`src/rtl/ixc_drv_pkg.sv`:
```
// Shared types for the emulated tri-state driver arbiter.
// Arbiter states plus a small index helper.
package ixc_drv_pkg;

    localparam int ST_W    = 2;
    localparam int MAX_DRV = 16;

    typedef enum logic [ST_W-1:0] {
        IDLE = 2'd0,
        OWN  = 2'd1,
        TURN = 2'd2
    } drvState_t;

    // Next driver index after i, wrapping at n.
    function automatic int wrapInc(input int i, input int n);
        return (i + 1 >= n) ? 0 : i + 1;
    endfunction

endpackage

```
`src/rtl/ixc_rr_pick.sv`:
```
// Round-robin picker: first set req at or above ptr, wrapping; purely combinational.
// Zero latency, no state; the caller decides when a pick is taken.
module ixc_rr_pick #(
    parameter int N  = 4,
    parameter int IW = $clog2(N)
) (
    input  logic [N-1:0]  req,
    input  logic [IW-1:0] ptr,
    output logic [N-1:0]  oneHot,
    output logic [IW-1:0] idx,
    output logic          any
);

    always_comb begin
        int cand;
        logic [IW-1:0] candIdx;
        oneHot  = '0;
        idx     = '0;
        any     = 1'b0;
        cand    = 0;
        candIdx = '0;
        for (int k = 0; k < N; k++) begin
            cand = int'(ptr) + k;
            if (cand >= N) begin
                cand = cand - N;
            end
            candIdx = IW'(cand);
            if (!any && req[candIdx]) begin
                any             = 1'b1;
                idx             = candIdx;
                oneHot[candIdx] = 1'b1;
            end
        end
    end

endmodule

```
`src/rtl/ixc_drv_arb.sv`:
```
// Round-robin owner of one emulated tri-state net with a one-cycle turnaround between owners.
// Latency: en sampled -> grant/bus_oe after the next edge; an owner is never preempted.
// IXC_DRV_PULL_EN: drive PULL_VAL whenever the net is undriven instead of keeping the last value.
module ixc_drv_arb
    import ixc_drv_pkg::*;
#(
    parameter int            N_DRV    = 4,
    parameter int            DW       = 8,
    parameter int            CNT_W    = 16,
    parameter logic [DW-1:0] PULL_VAL = '0
) (
    input  logic                     fclk,
    input  logic                     rst,
    input  logic [N_DRV-1:0]         en,
    input  logic [N_DRV*DW-1:0]      din,
    output logic [N_DRV-1:0]         grant,
    output logic [$clog2(N_DRV)-1:0] owner_idx,
    output logic [DW-1:0]            bus_out,
    output logic                     bus_oe,
    output logic [N_DRV-1:0]         drv_on,
    output logic                     contention,
    output logic [CNT_W-1:0]         cont_cnt
);

    localparam int IW = $clog2(N_DRV);

    drvState_t        state;
    drvState_t        stateNxt;
    logic [N_DRV-1:0] enQ;
    logic [N_DRV-1:0] grantQ;
    logic [N_DRV-1:0] pickOneHot;
    logic [IW-1:0]    ownerQ;
    logic [IW-1:0]    rrPtr;
    logic [IW-1:0]    pickIdx;
    logic             pickAny;
    logic             ownerEn;
    logic             takeGrant;
    logic             multiEn;
    logic             contQ;
    logic [CNT_W-1:0] contCnt;
    logic [DW-1:0]    ownerDat;
    logic [DW-1:0]    idleVal;

    ixc_rr_pick #(
        .N  (N_DRV),
        .IW (IW)
    ) uPick (
        .req    (en),
        .ptr    (rrPtr),
        .oneHot (pickOneHot),
        .idx    (pickIdx),
        .any    (pickAny)
    );

    assign drv_on    = en ^ enQ;
    assign ownerEn   = |(en & grantQ);
    assign multiEn   = ($countones(en) > 1);
    // A new owner is only taken from IDLE or TURN, which is what forces the turnaround.
    assign takeGrant = (state != OWN) && pickAny;

    always_ff @(posedge fclk or posedge rst) begin
        if (rst) begin
            state <= IDLE;
        end else begin
            state <= stateNxt;
        end
    end

    always_comb begin
        stateNxt = state;
        case (state)
            IDLE, TURN: stateNxt = pickAny ? OWN : IDLE;
            OWN:        stateNxt = ownerEn ? OWN : TURN;
            default:    stateNxt = IDLE;
        endcase
    end

    always_ff @(posedge fclk or posedge rst) begin
        if (rst) begin
            enQ     <= '0;
            grantQ  <= '0;
            ownerQ  <= '0;
            rrPtr   <= '0;
            contQ   <= 1'b0;
            contCnt <= '0;
        end else begin
            enQ   <= en;
            contQ <= multiEn;
            if (multiEn && (contCnt != '1)) begin
                contCnt <= contCnt + 1'b1;
            end
            if (takeGrant) begin
                grantQ <= pickOneHot;
                ownerQ <= pickIdx;
                rrPtr  <= IW'(wrapInc(int'(pickIdx), N_DRV));
            end else if ((state == OWN) && !ownerEn) begin
                grantQ <= '0;
            end
        end
    end

    always_comb begin
        ownerDat = '0;
        for (int i = 0; i < N_DRV; i++) begin
            if (ownerQ == IW'(i)) begin
                ownerDat = din[i*DW +: DW];
            end
        end
    end

`ifdef IXC_DRV_PULL_EN
    assign idleVal = PULL_VAL;
`else
    logic [DW-1:0] keepQ;
    logic          unusedPull;

    // Keeper tracks what the owner drove on its final cycle so the net holds it.
    always_ff @(posedge fclk or posedge rst) begin
        if (rst) begin
            keepQ <= '0;
        end else if (state == OWN) begin
            keepQ <= ownerDat;
        end
    end

    assign idleVal    = keepQ;
    assign unusedPull = ^PULL_VAL;
`endif

    always_comb begin
        bus_oe  = (state == OWN);
        bus_out = (state == OWN) ? ownerDat : idleVal;
    end

    assign grant      = grantQ;
    assign owner_idx  = ownerQ;
    assign contention = contQ;
    assign cont_cnt   = contCnt;

endmodule

```
`config.mk`:
```
export PLATFORM = sky130hd
export DESIGN_NAME = ixc_drv_arb
export DESIGN_NICKNAME = d
export VERILOG_FILES = /design/src/rtl/ixc_drv_pkg.sv /design/src/rtl/ixc_rr_pick.sv /design/src/rtl/ixc_drv_arb.sv
export SDC_FILE = /design/constraint.sdc
export NUM_CORES = 1
export LEC_CHECK = 0
export CELL_PAD_IN_SITES_DETAIL_PLACEMENT = 0
export CELL_PAD_IN_SITES_GLOBAL_PLACEMENT = 1
export CORE_MARGIN = 2
export CORE_UTILIZATION = 38
export DETAILED_ROUTE_END_ITERATION = 8
export PLACE_DENSITY = 0.92
export REMOVE_ABC_BUFFERS = 1
export SYNTH_ARGS = -nofsm -noshare
export SYNTH_HDL_FRONTEND = slang
export SYNTH_HIERARCHICAL = 1
export SYNTH_SLANG_ARGS = --single-unit
```
`constraint.sdc`:
```
create_clock -name fclk -period 6.05 [get_ports fclk]
set_input_delay 1.21 -clock fclk [delete_from_list [all_inputs] [get_ports fclk]]
set_output_delay 1.21 -clock fclk [all_outputs]
set_load 0.01 [all_outputs]
```
==> flow_metrics.py, run 1 <==
metrics = {
    "status": {
        "outcome": "complete, no violations",
    },
    "sta": {
        "final-setup-viol-count": 0,
        "tightestPinTransition_ps": 539.2,
        "period_needed_ps": 3930,
        "max_freq_mhz": 254.5,
        "hold-worst-slack_ps": 475.2,
        "final.setup.tns_ps": 0,
        "skew_ps": 10.56,
        "slew_viol_final": 0,
        "hold_violations": 0,
        "fin_crit_sh_pct": 64.95,
        "postLayoutSetupSlackWorst_ps": 2120,
        "slew_headroom_pct": 64.05,
        "rsz0062_at_grt": "no",
    },
    "final_layout": {
        "nFillCells": 534,
        "multi_input_area_mm2": 0.001240,
        "drive_gt1_share_pct": 11.19,
        "n_antenna_cell": 0,
        "syn2layout_area_growth_pct": 37.58,
        "fin_util_pct": 53.93,
        "layout.area.seq_um2": 975.9,
        "nNetsFinal": 322,
    },
    "setup_path": {
        "end_kind": "primary output",
        "required_ps": 4840,
        "r2r_cells": 8,
        "crit_path_end": "bus_out[5]",
        "critPathKind": "in2out",
        "r2r_slack_ps": 2990,
        "cp.arrival_ps": 2720,
        "timing.rr.end": "rrPtr[1]",
        "rr_startpoint": "rrPtr[0]",
        "startpoint": "din[29]",
        "crit_fanout": 2,
        "startpoint_type": "input port",
    },
    "synth": {
        "async_flop_share_pct": 100.0,
        "synth_ff_type": "dfrtp_1",
        "synth-seq-cells": 39,
        "synth.top_cell.area_share_pct": 42.30,
        "syn_avg_cell_area_um2": 11.37,
        "yosys_warnings": 6,
        "ys_top_cells_by_area": "dfrtp_1, mux4_2, nand2_1, ha_1, xnor2_1",
        "synth-seq-area-share_pct": 42.30,
        "synth_top_area_cell": "dfrtp_1",
        "synth_cell_types": 45,
        "syn_inst": 203,
        "syn_area_mm2": 0.002307,
        "synth-edff-count": 0,
    },
    "clock_network": {
        "cts.htree.levels": 2,
        "clock_sinks": 39,
        "root_buffer": "clkbuf_8",
        "post_cts_resized": 0,
        "cts_buffers": 5,
        "post_cts_buffers": 0,
        "cts_hold_buffers": 0,
        "clockBufferDepth": 2,
        "clk_pin_slew_ps": 70,
        "cts_tree": "built",
        "clock_latency_ps": 300,
    },
    "floorplan": {
        "die-area_mm2": 0.006711,
        "io_pins": 74,
        "start_util_pct": 39.20,
        "rows": 28,
        "die_w_um": 81.92,
        "fp.dieH_um": 81.92,
        "core-area_mm2": 0.005886,
    },
    "power_and_ir_drop": {
        "irDropWorstVdd_uv": 234.4,
        "switchingPower_uw": 574.8,
        "sw_frac_of_total_pct": 39.61,
        "power.total_mw": 1.451,
        "p_clk_share_pct": 12.1,
        "p_int_uw": 876.4,
        "power_density_mw_per_mm2": 457.2,
        "seq_power_share_pct": 32.1,
        "combinationalPowerShare_pct": 55.8,
        "total_leakage_power_nw": 1.322,
    },
    "drt": {
        "dr.pass1.iters": 4,
        "wirelength_um": 5345,
        "postRouteAntennaNets": 0,
        "num_vias": 1871,
        "avgViaCountPerCell": 5.315,
        "detail_route.wl_per_cell_um": 15.18,
        "drc": 0,
        "drt_iter0_markers": 72,
    },
    "run": {
        "cap_violations": 0,
    },
    "grt": {
        "grt.total_usage_pct": 16.10,
        "grt_overflow_total": 0,
        "grt_pass1_wl_um": 8273,
        "grt_max_degree": 40,
        "antenna_found_initial": 0,
        "grt_pass1_vias": 1727,
    },
    "min_path": {
        "hp-class": "reg2reg",
    },
    "placed_design": {
        "routabilityCongestion": 0.8122,
        "io_buffer_count": 73,
        "pre_cts_slack_ps": 2100,
        "hpwl_um": 4032,
    },
}
## worst min path at each step
stage	startpoint	to	slack, ps	cells past startpoint
after floorplan	state[0]	state[0]	440	1
after global placement	idleVal[4]	idleVal[4]	450	2
after detailed placement	idleVal[1]	idleVal[1]	460	2
after CTS	idleVal[1]	idleVal[1]	480	2
after global routing	idleVal[6]	idleVal[6]	500	2
final	idleVal[1]	idleVal[1]	480	2
## sequential cells by signal, indices dropped and copies added (netlist names)
name,cells
grant,4
contention,1
rrPtr,2
cont_cnt,16
state,2
idleVal,8
owner_idx,2
enQ,4
## per-stage QoR
stage / std cells / cell area, um2
after floorplan: 195 / 2257
after global placement: 344 / 3089
after detailed placement: 344 / 3089
after CTS: 352 / 3174
after global routing: 352 / 3174
final: 352 / 3174
## layer usage
metal  part of all wire [%]  GRT usage [%]  vias to the layer above  wire, um
li1                       -              -                      890         -
met3                    5.9          4.945                        5       315
met4                   0.86          3.500                        0        46
met1                     43          19.99                      922      2274
met5                      0              0                        -         0
met2                     51          27.56                       54      2708
## synthesized netlist by cell type, drive strengths merged (2+ instances only)
master,n
inv,11
ha,7
mux2i,2
and3,2
nand2,25
and2,2
a22oi,8
mux4,12
buf,6
xor2,9
and4,4
xnor2,9
a22o,6
nand3,10
mux2,5
a211oi,2
nor3,4
o21ai,8
nor4,2
nor2,6
nand2b,4
clkbuf,2
nand4,4
dfrtp,39
## cells in the final DEF, fill, tap and decap left out, drive strengths merged, types with 2 or more instances in the layout
cell type / synthesis / routed
a211oi: 2 / 2
a22o: 6 / 6
a22oi: 8 / 8
and2: 2 / 2
and3: 2 / 2
and4: 4 / 4
clkbuf: 2 / 6
clkdlybuf4s50: 0 / 73
dfrtp: 39 / 39
ha: 7 / 7
inv: 11 / 11
mux2: 5 / 5
mux2i: 2 / 2
mux4: 12 / 12
nand2: 25 / 25
nand2b: 4 / 4
nand3: 10 / 10
nand4: 4 / 4
nor2: 6 / 6
nor3: 4 / 4
nor4: 2 / 2
o21ai: 8 / 8
xnor2: 9 / 9
xor2: 9 / 9
## final cells by class
type | count | share of cell area, %
clock buffers | 6 | 2.286
well taps | 75 | 2.956
inverters | 11 | 1.301
flip-flops and latches | 39 | 30.75
multi-input cells | 145 | 39.06
clock inverters | 2 | 0.3942
repair buffers | 74 | 23.26
## worst max-delay path: stages
cell,delay (ps)
clkdlybuf4s50_1,400
mux4_2,470
nand2_1,90
nand2_1,70
clkdlybuf4s50_1,480
## power by group through the flow
stage	sequential (mW)	combinational [mW]	clock, mW
floorplan	0.464	0.489	0
finish	0.465	0.810	0.176
global route	0.483	0.894	0.191
global placement	0.468	0.791	0
detailed placement	0.469	0.812	0
CTS	0.467	0.815	0.180
## logic make-up after synthesis
group	count (synthesis)	synth area share, %
compound gates	31	9.816
xor+xnor	18	6.833
fa+ha+maj	8	4.664
buf+inv	19	3.959
flops	39	42.30
mux	19	15.51
simple gates	69	16.92
(Power assumes the default switching activity.)
==> inputs of run 2 (changes only) <==
--- a/config.mk
+++ b/config.mk
@@ -8,9 +8,9 @@
 export CELL_PAD_IN_SITES_DETAIL_PLACEMENT = 0
 export CELL_PAD_IN_SITES_GLOBAL_PLACEMENT = 1
 export CORE_MARGIN = 2
-export CORE_UTILIZATION = 38
+export CORE_UTILIZATION = 36
 export DETAILED_ROUTE_END_ITERATION = 8
-export PLACE_DENSITY = 0.92
+export PLACE_DENSITY = 0.88
 export REMOVE_ABC_BUFFERS = 1
 export SYNTH_ARGS = -nofsm -noshare
 export SYNTH_HDL_FRONTEND = slang
==> constraint.sdc (replaced) <==
create_clock -name fclk -period 3.85 [get_ports fclk]
set_input_delay 0.77 -clock fclk [delete_from_list [all_inputs] [get_ports fclk]]
set_output_delay 0.77 -clock fclk [all_outputs]
set_load 0.01 [all_outputs]
==> run 2 against run 1 <==
Compared with the run above: worst setup slack worse by 1400 ps; register-to-register slack got worse by 2000 ps; sequential cell count unchanged; hold slack got worse by 6.1 ps; clock skew fell by 1.5 ps; die area increased by 5.3%; critical path type is now in2reg; largest cell class unchanged; global-route usage decreased by 0.28 points; sequential share of layout area decreased by 0.43 points; combinational power increased by 62%; clock-buffer cell count decreased by 1; routed wire length grew 1.4%; first-iteration DRC count is 140% higher.
==> flow_metrics.py, run 2 (same netlist as run 1, synthesis figures left out) <==
metrics = {
    "floorplan": {
        "die-area_mm2": 0.007065,
        "die_w_um": 84.06,
        "core-area_mm2": 0.006277,
        "io_pins": 74,
        "rows": 29,
        "fp.dieH_um": 84.06,
        "start_util_pct": 36.76,
    },
    "grt": {
        "grt_pass1_vias": 1857,
        "grt_pass1_wl_um": 9052,
        "grt_max_degree": 40,
        "antenna_found_initial": 0,
        "grt_overflow_total": 0,
        "grt.total_usage_pct": 15.82,
    },
    "final_layout": {
        "layout_commonest_cell": "clkdlybuf4s50_1",
        "n_antenna_cell": 0,
        "nFillCells": 578,
        "final_cells": 356,
        "final_area_mm2": 0.003219,
        "mostFrequentLayoutCells": "clkdlybuf4s50_1, dfrtp_1, nand2_1",
        "drive_gt1_share_pct": 12.19,
        "syn2layout_area_growth_pct": 39.53,
        "fin_util_pct": 51.29,
        "largest_reg_flops": 16,
        "nNetsFinal": 324,
    },
    "clock_network": {
        "cts_buffers": 5,
        "clk_pin_slew_ps": 90,
        "clock_latency_ps": 300,
        "clock_sinks": 39,
        "post_cts_buffers": 0,
        "cts_hold_buffers": 0,
        "post_cts_resized": 0,
        "root_buffer": "clkbuf_8",
        "cts.htree.levels": 2,
        "clockBufferDepth": 2,
        "cts_tree": "built",
    },
    "drt": {
        "avgViaCountPerCell": 5.256,
        "drt_iter0_markers": 171,
        "drc": 0,
        "detail_route.wl_per_cell_um": 15.23,
        "num_vias": 1871,
        "postRouteAntennaNets": 0,
        "dr.pass1.iters": 4,
        "wirelength_um": 5421,
    },
    "sta": {
        "skew_ps": 9.011,
        "slew_viol_final": 0,
        "final.setup.tns_ps": 0,
        "rsz0062_at_grt": "no",
        "max_freq_mhz": 318.3,
        "final-setup-viol-count": 0,
        "tightestPinTransition_ps": 564.8,
        "slew_headroom_pct": 62.35,
        "postLayoutSetupSlackWorst_ps": 708.2,
        "fin_crit_sh_pct": 81.61,
        "period_needed_ps": 3142,
        "hold_violations": 0,
    },
    "power_and_ir_drop": {
        "combinationalPowerShare_pct": 55.3,
        "irDropWorstVdd_uv": 395.0,
        "p_clk_share_pct": 14.7,
        "sw_frac_of_total_pct": 38.63,
        "power_density_mw_per_mm2": 734.0,
        "p_int_mw": 1.450,
        "switchingPower_uw": 912.8,
        "seq_power_share_pct": 30.0,
        "total_leakage_power_nw": 1.349,
    },
    "setup_path": {
        "cp.arrival_ps": 3330,
        "crit_fanout": 13,
        "end_kind": "flop",
        "startpoint_type": "input port",
        "critPathKind": "in2reg",
        "required_ps": 4040,
    },
    "placed_design": {
        "hpwl_um": 4058,
        "place_area_mm2": 0.003107,
        "dp.cells": 348,
        "routabilityCongestion": 0.9021,
        "io_buffer_count": 73,
        "pre_cts_slack_ps": 409.8,
    },
    "status": {
        "outcome": "complete, no violations",
    },
    "min_path": {
        "hp-class": "reg2reg",
    },
    "run": {
        "cap_violations": 0,
    },
}
-- run 2: layer usage --
metal / global-route usage [%] / part of all wire [%] / vias to the layer above
li1: - / - / 895
met1: 20.85 / 43 / 924
met2: 26.41 / 51 / 50
met3: 3.858 / 5.2 / 2
met4: 3.519 / 0.22 / 0
met5: 0 / 0 / -
-- run 2: stage by stage --
step	total power [mW]	hold slack [ps]
after global routing	2.545	500.9
after global placement	2.002	452.2
after floorplan	1.498	438.0
after CTS	2.382	477.0
after detailed placement	2.028	458.5
final	2.363	469.1
-- run 2: worst paths after layout --
path	from	to	slack, ps	cells past startpoint
max	en[3]	rrPtr[1]	710	7
min	state[0]	state[0]	470	1
max reg2reg	rrPtr[1]	rrPtr[1]	970	8
min reg2reg	state[0]	state[0]	470	1
max in group asynchronous	rst	grant[1]	2600	3
min in group asynchronous	rst	cont_cnt[11]	890	3
-- run 2: power by group through the flow --
stage / registers (mW) / clock network [mW] / logic [mW]
2_1_floorplan: 0.729 / 0 / 0.769
3_3_place_gp: 0.713 / 0 / 1.29
3_5_place_dp: 0.716 / 0 / 1.31
4_1_cts: 0.711 / 0.355 / 1.32
5_1_grt: 0.736 / 0.373 / 1.44
6_report: 0.709 / 0.346 / 1.31
-- run 2: critical path: stages --
cell and delay (ps):
clkdlybuf4s50_1 570, mux4_2 680, nor4b_4 440, nor2_1 90, a32o_1 250, ha_1 270
mux2_2 260
-- run 2: final cells by class --
class / count / area [um2] / area share [%]
Multi-Input combinational cell: 145 / 1240 / 38.52
Clock inverter: 3 / 43.79 / 1.360
Tap cell: 77 / 96.34 / 2.993
Sequential cell: 39 / 975.9 / 30.31
Inverter: 11 / 41.29 / 1.283
Timing Repair Buffer: 76 / 753.2 / 23.40
Clock buffer: 5 / 68.82 / 2.138
==> inputs of run 3 (changes only) <==
==> constraint.sdc (replaced) <==
create_clock -name fclk -period 3 [get_ports fclk]
set_input_delay 0.6 -clock fclk [delete_from_list [all_inputs] [get_ports fclk]]
set_output_delay 0.6 -clock fclk [all_outputs]
set_load 0.01 [all_outputs]
==> run 3 against run 2 <==
Compared with the run above: first-iteration DRC count fell by 66%; sequential share of layout area fell by 0.89 points; critical endpoint is now bus_out[4]; hold slack improved by 1.4 ps; register-to-register slack got worse by 630 ps; non-clock buffer count rose by 13; cell count rose by 3.7%; sequential power rose by 28%.
==> flow_metrics.py, run 3 (same netlist as run 1, synthesis figures left out) <==
metrics = {
    "sta": {
        "tightestPinTransition_ps": 544.4,
        "postLayoutSetupSlackWorst_ps": 178.4,
        "final.setup.tns_ps": 0,
        "final-setup-viol-count": 0,
        "slew_headroom_pct": 63.70,
        "period_needed_ps": 2822,
        "skew_ps": 13.74,
        "slew_viol_final": 0,
        "rsz0062_at_grt": "no",
        "fin_crit_sh_pct": 94.05,
        "hold_violations": 0,
        "max_freq_mhz": 354.4,
    },
    "clock_network": {
        "cts_tree": "built",
        "clock_sinks": 39,
        "clk_pin_slew_ps": 80,
        "cts_buffers": 5,
        "post_cts_resized": 0,
        "cts.htree.levels": 2,
        "root_buffer": "clkbuf_8",
        "cts_hold_buffers": 0,
        "post_cts_buffers": 0,
        "clock_latency_ps": 300,
        "clockBufferDepth": 2,
    },
    "drt": {
        "drc": 0,
        "detail_route.wl_per_cell_um": 15.26,
        "postRouteAntennaNets": 0,
        "num_vias": 1963,
        "dr.pass1.iters": 4,
        "avgViaCountPerCell": 5.320,
        "drt_iter0_markers": 58,
        "wirelength_um": 5631,
    },
    "placed_design": {
        "place_area_mm2": 0.003204,
        "hpwl_um": 4299,
        "pre_cts_slack_ps": -8.707,
        "routabilityCongestion": 0.8957,
        "io_buffer_count": 73,
    },
    "power_and_ir_drop": {
        "p_clk_share_pct": 14.2,
        "seq_power_share_pct": 29.0,
        "irDropWorstVdd_uv": 577.7,
        "p_int_mw": 1.934,
        "power.total_mw": 3.127,
        "total_leakage_power_nw": 1.414,
        "power_density_mw_per_mm2": 942.6,
        "switchingPower_mw": 1.193,
        "combinationalPowerShare_pct": 56.8,
        "sw_frac_of_total_pct": 38.15,
    },
    "final_layout": {
        "layout_commonest_cell": "clkdlybuf4s50_1",
        "nFillCells": 575,
        "n_antenna_cell": 0,
        "final_area_mm2": 0.003317,
        "syn2layout_area_growth_pct": 43.76,
        "nNetsFinal": 337,
        "drive_gt1_share_pct": 16.10,
        "mostFrequentLayoutCells": "clkdlybuf4s50_1, dfrtp_1, nand2_1",
        "largest_reg_flops": 16,
    },
    "floorplan": {
        "die-area_mm2": 0.007065,
        "start_util_pct": 36.76,
        "rows": 29,
        "fp.dieH_um": 84.06,
        "core-area_mm2": 0.006277,
        "io_pins": 74,
        "die_w_um": 84.06,
    },
    "setup_path": {
        "crit_chain": "mux4_2, nand2_1, nand2_1, clkdlybuf4s50_1",
        "cpPeakStageDelay_ps": 690,
        "r2r_slack_ps": 340,
        "cp.arrival_ps": 2220,
        "startpoint_type": "flop",
        "crit_fanout": 10,
        "r2r_cells": 8,
        "cp_slowest_cell": "dfrtp_1",
        "critPathKind": "reg2out",
        "cpMostUsedCell": "nand2_1",
        "end_kind": "primary output",
        "rr_startpoint": "rrPtr[0]",
        "startpoint": "owner_idx[0]",
        "timing.rr.end": "rrPtr[0]",
        "required_ps": 2400,
    },
    "grt": {
        "grt.total_usage_pct": 16.41,
        "grt_overflow_total": 0,
        "grt_pass1_wl_um": 9328,
        "grt_max_degree": 40,
        "grt_pass1_vias": 1977,
        "antenna_found_initial": 0,
    },
    "min_path": {
        "hp-class": "reg2reg",
        "min_to": "state[0]",
        "min_path_cells": 1,
        "worstHoldStart": "state[0]",
    },
    "run": {
        "cap_violations": 0,
    },
    "status": {
        "outcome": "complete, no violations",
    },
}
==> run 3: changes by cell type in the layout (fill, tap and decap cells not counted), sizes merged <==
| cell | delta |
|---|---|
| buf | +13 |
==> run 3: worst max-delay path by stage <==
stage                       to  slack, ps  cells past startpoint
floorplan             rrPtr[1]        270                      8
global placement      rrPtr[1]         70                      7
detailed placement    rrPtr[1]         -9                      7
CTS                 bus_out[4]        130                      4
global route        bus_out[4]         50                      4
finish              bus_out[4]        180                      4
==> run 3: per-layer routing <==
metal | GRT usage, % | up-vias | part of all wire (%)
met3 | 3.858 | 8 | 5.6
met5 | 0 | - | 0
met2 | 28.79 | 55 | 52
met4 | 5.572 | 0 | 1.5
li1 | - | 926 | -
met1 | 19.66 | 974 | 41
==> run 3: critical path: cells and delay by family (launching register included) <==
kind	cells	cell delay, ps
muxes	1	580
and+or+nand+nor	2	160
DFF	1	690
buffers and inverters	1	490
==> run 3: power by group through the flow <==
| stage | Clock, mW | Combinational [mW] | Sequential (mW) |
|---|---|---|---|
| 6_report | 0.443 | 1.78 | 0.907 |
| 5_1_grt | 0.472 | 1.94 | 0.937 |
| 4_1_cts | 0.452 | 1.79 | 0.911 |
| 3_5_place_dp | 0 | 1.79 | 0.919 |
| 3_3_place_gp | 0 | 1.74 | 0.913 |
| 2_1_floorplan | 0 | 0.987 | 0.936 |
==> run 3: area by class of cell <==
type | instances | area [um2] | area share (%)
clock buffers | 5 | 68.82 | 2.075
multi-input cells | 145 | 1240 | 37.38
inverters | 11 | 41.29 | 1.245
clock inverters | 3 | 43.79 | 1.320
well taps | 77 | 96.34 | 2.905
flip-flops and latches | 39 | 975.9 | 29.42
repair buffers | 89 | 850.8 | 25.65
==> run 3: metrics by stage <==
step | hold slack (ps) | instances | util, %
after floorplan | 438.0 | 195 | -
after global placement | 452.0 | 361 | 51.05
after detailed placement | 458.7 | 361 | 51.05
after CTS | 473.8 | 369 | 52.84
after global routing | 497.6 | 369 | 52.84
final | 470.5 | 369 | 52.84
